[config.mk]
export PLATFORM = sky130hd
export DESIGN_NAME = router_wr_ctrl
export DESIGN_NICKNAME = d
export VERILOG_FILES = /design/src/rtl/router_wr_ctrl.sv
export SDC_FILE = /design/constraint.sdc
export NUM_CORES = 1
export LEC_CHECK = 0
export ABC_AREA = 1
export CAP_MARGIN = 20
export CORE_MARGIN = 4
export CORE_UTILIZATION = 60
export DETAILED_ROUTE_END_ITERATION = 10
export PLACE_DENSITY = 0.84
export SLEW_MARGIN = 0
export SYNTH_ARGS = -nofsm -noshare
export SYNTH_HDL_FRONTEND = slang
export SYNTH_SLANG_ARGS = --single-unit
[constraint.sdc]
create_clock -name clock -period 5 [get_ports clock]
set_input_delay 0.75 -clock clock [delete_from_list [all_inputs] [get_ports clock]]
set_output_delay 0.75 -clock clock [all_outputs]
set_load 0.005 [all_outputs]
[src/rtl/router_wr_ctrl.sv]
`timescale 1ns/1ps
// router_wr_ctrl: write-side packet controller for the 1x3 router (header decode, FIFO writes, parity check).
// Define ROUTER_WR_STATS_EN to add saturating pkt_cnt/err_cnt/drop_cnt outputs.
module router_wr_ctrl #(
   parameter int NUM_PORTS = 3,
   parameter int DW        = 8
) (
   input  logic                 clock,
   input  logic                 resetn,
   input  logic                 pkt_valid,
   input  logic [DW-1:0]        data_in,
   input  logic [NUM_PORTS-1:0] fifo_full,
   input  logic [NUM_PORTS-1:0] fifo_empty,
   input  logic [NUM_PORTS-1:0] soft_reset,
   output logic                 busy,
   output logic                 error,
   output logic [NUM_PORTS-1:0] wr_en,
   output logic [DW-1:0]        fifo_din,
   output logic                 lfd_state
`ifdef ROUTER_WR_STATS_EN
   ,
   output logic [15:0]          pkt_cnt,
   output logic [15:0]          err_cnt,
   output logic [15:0]          drop_cnt
`endif
);

   localparam int CW = DW - 2;

   typedef enum logic [3:0] {
      ST_DECODE,
      ST_WAIT_EMPTY,
      ST_LFD,
      ST_LOAD_DATA,
      ST_FULL,
      ST_LAF,
      ST_LOAD_PARITY,
      ST_PFULL,
      ST_CHECK
   } state_t;

   state_t        state_q, state_d;
   logic [DW-1:0] header_q, header_d;
   logic [DW-1:0] hold_q, hold_d;
   logic [DW-1:0] parity_q, parity_d;
   logic [DW-1:0] rx_parity_q, rx_parity_d;
   logic [CW-1:0] count_q, count_d;
   logic          error_q, error_d;

   logic          write;
   logic [DW-1:0] wbyte;
   logic [3:0]    full_vec, empty_vec, sr_vec;
   logic [1:0]    addr_q, in_addr;
   logic [CW-1:0] len_q;
   logic          in_addr_ok, sel_full, sel_empty, sel_sr;

   // Pad the per-port vectors to the full 2-bit address space so any address indexes safely.
   always_comb begin
      full_vec  = '0;
      empty_vec = '0;
      sr_vec    = '0;
      full_vec[NUM_PORTS-1:0]  = fifo_full;
      empty_vec[NUM_PORTS-1:0] = fifo_empty;
      sr_vec[NUM_PORTS-1:0]    = soft_reset;
   end

   assign addr_q     = header_q[1:0];
   assign len_q      = header_q[DW-1:2];
   assign in_addr    = data_in[1:0];
   assign in_addr_ok = (int'(in_addr) < NUM_PORTS);
   assign sel_full   = full_vec[addr_q];
   assign sel_empty  = empty_vec[addr_q];
   assign sel_sr     = sr_vec[addr_q];

   always_comb begin
      state_d     = state_q;
      header_d    = header_q;
      hold_d      = hold_q;
      parity_d    = parity_q;
      rx_parity_d = rx_parity_q;
      count_d     = count_q;
      error_d     = error_q;
      write       = 1'b0;
      wbyte       = '0;
      if (state_q != ST_DECODE && sel_sr) begin
         state_d = ST_DECODE;
      end else begin
         case (state_q)
            ST_DECODE: begin
               if (pkt_valid && in_addr_ok) begin
                  header_d = data_in;
                  state_d  = empty_vec[in_addr] ? ST_LFD : ST_WAIT_EMPTY;
               end
            end
            ST_WAIT_EMPTY: begin
               if (sel_empty) state_d = ST_LFD;
            end
            ST_LFD: begin
               if (!sel_full) begin
                  write    = 1'b1;
                  wbyte    = header_q;
                  parity_d = header_q;
                  count_d  = '0;
                  error_d  = 1'b0;
                  state_d  = (len_q == '0) ? ST_LOAD_PARITY : ST_LOAD_DATA;
               end
            end
            ST_LOAD_DATA: begin
               if (pkt_valid && !sel_full) begin
                  write    = 1'b1;
                  wbyte    = data_in;
                  parity_d = parity_q ^ data_in;
                  count_d  = count_q + CW'(1);
                  if (count_d == len_q) state_d = ST_LOAD_PARITY;
               end else if (pkt_valid) begin
                  hold_d  = data_in;
                  state_d = ST_FULL;
               end
            end
            ST_FULL: begin
               if (!sel_full) state_d = ST_LAF;
            end
            // The held byte is only written once the FIFO has room, even if it refills in between.
            ST_LAF: begin
               if (!sel_full) begin
                  write    = 1'b1;
                  wbyte    = hold_q;
                  parity_d = parity_q ^ hold_q;
                  count_d  = count_q + CW'(1);
                  state_d  = (count_d == len_q) ? ST_LOAD_PARITY : ST_LOAD_DATA;
               end
            end
            ST_LOAD_PARITY: begin
               if (pkt_valid && !sel_full) begin
                  write       = 1'b1;
                  wbyte       = data_in;
                  rx_parity_d = data_in;
                  state_d     = ST_CHECK;
               end else if (pkt_valid) begin
                  hold_d  = data_in;
                  state_d = ST_PFULL;
               end
            end
            ST_PFULL: begin
               if (!sel_full) begin
                  write       = 1'b1;
                  wbyte       = hold_q;
                  rx_parity_d = hold_q;
                  state_d     = ST_CHECK;
               end
            end
            ST_CHECK: begin
               error_d = (rx_parity_q != parity_q);
               state_d = ST_DECODE;
            end
            default: state_d = ST_DECODE;
         endcase
      end
   end

   always_ff @(posedge clock or negedge resetn) begin
      if (!resetn) begin
         state_q     <= ST_DECODE;
         header_q    <= '0;
         hold_q      <= '0;
         parity_q    <= '0;
         rx_parity_q <= '0;
         count_q     <= '0;
         error_q     <= 1'b0;
      end else begin
         state_q     <= state_d;
         header_q    <= header_d;
         hold_q      <= hold_d;
         parity_q    <= parity_d;
         rx_parity_q <= rx_parity_d;
         count_q     <= count_d;
         error_q     <= error_d;
      end
   end

   always_comb begin
      wr_en = '0;
      for (int i = 0; i < NUM_PORTS; i++) begin
         wr_en[i] = write && (addr_q == 2'(i));
      end
   end

   assign fifo_din  = wbyte;
   assign error     = error_q;
   assign lfd_state = (state_q == ST_LFD);
   assign busy      = (state_q == ST_WAIT_EMPTY) || (state_q == ST_LFD) || (state_q == ST_FULL) ||
                      (state_q == ST_LAF) || (state_q == ST_PFULL) || (state_q == ST_CHECK);

`ifdef ROUTER_WR_STATS_EN
   logic [15:0] pkt_cnt_q, pkt_cnt_d;
   logic [15:0] err_cnt_q, err_cnt_d;
   logic [15:0] drop_cnt_q, drop_cnt_d;
   logic        stat_check, stat_drop;

   assign stat_check = (state_q == ST_CHECK) && !sel_sr;
   assign stat_drop  = (state_q == ST_DECODE) && pkt_valid && !in_addr_ok;

   always_comb begin
      pkt_cnt_d  = pkt_cnt_q;
      err_cnt_d  = err_cnt_q;
      drop_cnt_d = drop_cnt_q;
      if (stat_check && pkt_cnt_q != 16'hFFFF) pkt_cnt_d = pkt_cnt_q + 16'd1;
      if (stat_check && (rx_parity_q != parity_q) && err_cnt_q != 16'hFFFF) err_cnt_d = err_cnt_q + 16'd1;
      if (stat_drop && drop_cnt_q != 16'hFFFF) drop_cnt_d = drop_cnt_q + 16'd1;
   end

   always_ff @(posedge clock or negedge resetn) begin
      if (!resetn) begin
         pkt_cnt_q  <= '0;
         err_cnt_q  <= '0;
         drop_cnt_q <= '0;
      end else begin
         pkt_cnt_q  <= pkt_cnt_d;
         err_cnt_q  <= err_cnt_d;
         drop_cnt_q <= drop_cnt_d;
      end
   end

   assign pkt_cnt  = pkt_cnt_q;
   assign err_cnt  = err_cnt_q;
   assign drop_cnt = drop_cnt_q;
`endif

endmodule

==> out/results.txt <==
CTS Root Cell = clkbuf_8
synthesized area = 3140 um2
post-DR vias/cell = 5.79
hold path endpoint = error
flops & latches, synth = 43
RePlAce Congestion = 0.943
DRT antenna net count = 0
reg2reg setup slack = 2.51 ns
critical-path cell list = inv_2 -> nand2_1 -> nor2_4 -> inv_2 -> nand2_2 -> nand3_2 -> a31oi_1 -> clkdlybuf4s50_1
worst skew pair latency = 0.30 ns
period utilization = 0.701
Hold Crit Class = reg -> reg
CTS Buf Count = 5
Slowest Stage Delay on Critical Path = 0.54 ns
Pleak = 0.00165 uW
WS Path Type = reg -> out
Main synth FF type = dfrtp_1
clk slew on worst S/H paths = 0.08 ns
global route overflow = 0
crit end category = primary output
WP data arrival = 2.75 ns
Worst Skew = 0.0112 ns
worst-margin pin slew = 0.986 ns
H-tree levels = 2
Max FO, Critical Path = 11
P_int = 987 uW
Die Span X = 80.3 um
switch share = 0.486
Max VDD drop = 307 uV
DRT Pass-1 Iters = 6
die outline height = 80.3 um
Top Ports = 34
Critical Path RT = 4.25 ns
Yosys warning count = 0
post-CTS setup repair buffer count = 0
switching pwr = 933 uW
Max Slew Vio Count = 0
setup_tns = 0 ns
Post-Syn Instances = 446
critical path launch point type = register
WHS Path Cells = 2
Comb pwr share = 0.520
Yosys top cell by area = dfrtp_1
Clock power frac = 0.140
Unique masters post-synth = 39
Worst Hold Launch = error
Crit path top cell by count = inv_2
RR Endpoint = count_q[1]
Syn Nets = 467
cells resized by post-CTS repair = 0
vias in the first global route = 3049
Final min period = 3.50 ns
maxcap violations = 0
CTS Sinks = 43
final setup fails = 0
CTS tree = done
Synth area leaders = dfrtp_1, nand2_1, inv_1, nand3_1, o21ai_1
FP Rows = 26
P per Cell Area = 540 nW/um2
syn avg cell area = 7.04 um2
RSZ-0062 raised after global routing = false
CTS Hold Bufs = 0
Synth top area share = 0.343
number of flops mapped to enable cells by yosys = 0
antenna violations before repair = 0
first-pass GRT wire length = 14.7 mm
HPWL after DPL = 6.55 mm
Max Fclk = 286 MHz
Die Area = 6450 um2
area of the core = 5070 um2
async set-reset flop share out of synthesis = 1.00
Antenna Cells = 0
final layout net count = 494
Iter 0 DRT Violations = 277
final wirelength = 8.72 mm
FILL cells = 457
final hold vios = 0
Worst R2R Start = state_q[1]
DR WL/cell = 16.1 um
layout cells sized above 1 = 0.146
vias after detailed routing = 3143
non-filler cells, final = 543
Syn-to-layout area delta = 13.4%
Bufs and invs on worst path = 3
cell family with most CP delay = buffers and inverters
Port-buffer cells = 33
status = complete, no violations
DR DRC count = 0
Inst Count DP = 536
Rel. slew slack = 0.343
GR Util All Layers = 0.297
Initial Utilization = 0.619
slowest stage cell, crit path = clkdlybuf4s50_1
Worst Reg-to-Reg Cells = 11
Reg power frac = 0.340
Longest Clk Path Bufs = 2
sequential element share of the synthesized area = 0.343
largest net degree at the start of global routing = 44
## registers in the layout (all words and copies together), names as in the netlist
| register | count |
|---|---|
| hold_q | 8 |
| header_q | 8 |
| parity_q | 8 |
| state_q | 4 |
| error | 1 |
| rx_parity_q | 8 |
| count_q | 6 |
## worst reg2reg max path, cell delays in order, from the launching register on
cell and delay, ns:
dfrtp_1 0.50, inv_2 0.26, nand2_1 0.15, nor2_4 0.13
inv_2 0.07, nand2_2 0.25, o21ai_2 0.10, inv_2 0.06
nand3_2 0.25, inv_2 0.34, nand2_2 0.16, o21ai_1 0.14
## layout make-up
type / count / area (um2) / area share
clock buffers: 5 / 68.8 / 0.0193
clock inverters: 2 / 37.5 / 0.0105
inverters: 56 / 216 / 0.0608
multi-input cells: 334 / 1750 / 0.491
flip-flops and latches: 43 / 1080 / 0.302
well taps: 70 / 87.6 / 0.0246
repair buffers: 33 / 325 / 0.0914
## logic make-up after synthesis
kind of cell / share of synthesized area
AND/OR/NAND/NOR: 0.390
XOR/XNOR: 0.0195
flip-flops: 0.343
buffers and inverters: 0.101
adder cells (fa/ha/maj): 0.00399
AO/OA/AOI/OAI: 0.143
## how the worst max path moves through the flow
stage	end	slack (ns)	startpoint	depth (start not counted)
finish	fifo_din[4]	1.50	state_q[1]	8
global route	fifo_din[2]	1.37	state_q[1]	8
CTS	fifo_din[7]	1.53	state_q[1]	8
detailed placement	fifo_din[7]	1.60	soft_reset[2]	7
global placement	fifo_din[7]	1.62	soft_reset[1]	7
floorplan	fifo_din[0]	2.81	soft_reset[1]	6
## power groups by stage
| stage | Sequential, uW | Clock (uW) | Combinational (uW) |
|---|---|---|---|
| 2_1_floorplan | 579 | 0 | 816 |
| 3_3_place_gp | 649 | 0 | 964 |
| 4_1_cts | 647 | 271 | 992 |
| 3_5_place_dp | 653 | 0 | 987 |
| 5_1_grt | 668 | 288 | 1130 |
| 6_report | 653 | 269 | 999 |
## cell usage after synthesis (5+ instances only)
| library cell | instances |
|---|---|
| nand2_1 | 156 |
| dfrtp_1 | 43 |
| inv_1 | 37 |
| nand3_1 | 27 |
| o21ai_1 | 24 |
| nor2_1 | 23 |
| inv_2 | 16 |
| o22ai_1 | 14 |
| o21ai_0 | 12 |
| nand2_2 | 10 |
| a31oi_1 | 8 |
| nand4_1 | 8 |
| buf_2 | 5 |
| nand3_2 | 5 |
| nor2_2 | 5 |
## cell usage in the layout, fill, tap and decap left out, drive strengths merged
cell	synthesis	routed
nand2	168	168
inv	55	55
dfrtp	43	43
o21ai	39	39
nand3	35	35
nor2	33	33
clkdlybuf4s50	0	32
o22ai	17	17
nand4	9	9
a31oi	8	8
clkbuf	0	5
nor3	4	4
xnor2	4	4
xor2	3	3
or2	3	3
a21oi	3	3
o221ai	2	2
o311ai	1	1
o21bai	1	1
clkinv	1	1
nor4	1	1
o31ai	1	1
nand3b	1	1
ha	1	1
clkinvlp	0	1
bufinv	0	1
buf	13	1
## through the flow
step                power, uW  utilization  area [um2]  hold slack (ns)  worst slack, ns
global placement         1610        0.680        3450            0.466             1.62
global route             2080        0.701        3560            0.515             1.37
floorplan                1400            -        3140            0.454             2.81
CTS                      1910        0.701        3560            0.497             1.53
finish                   1920        0.701        3560            0.489             1.50
detailed placement       1640        0.680        3450            0.476             1.60
## metal layers
metal,routed length [um],vias up,global-route usage
met5,0,-,0
met4,318,0,0.140
met2,4180,144,0.494
met1,3590,1459,0.376
met3,632,27,0.0471
li1,-,1513,-
Note: power is estimated with default switching activity, not from simulation.
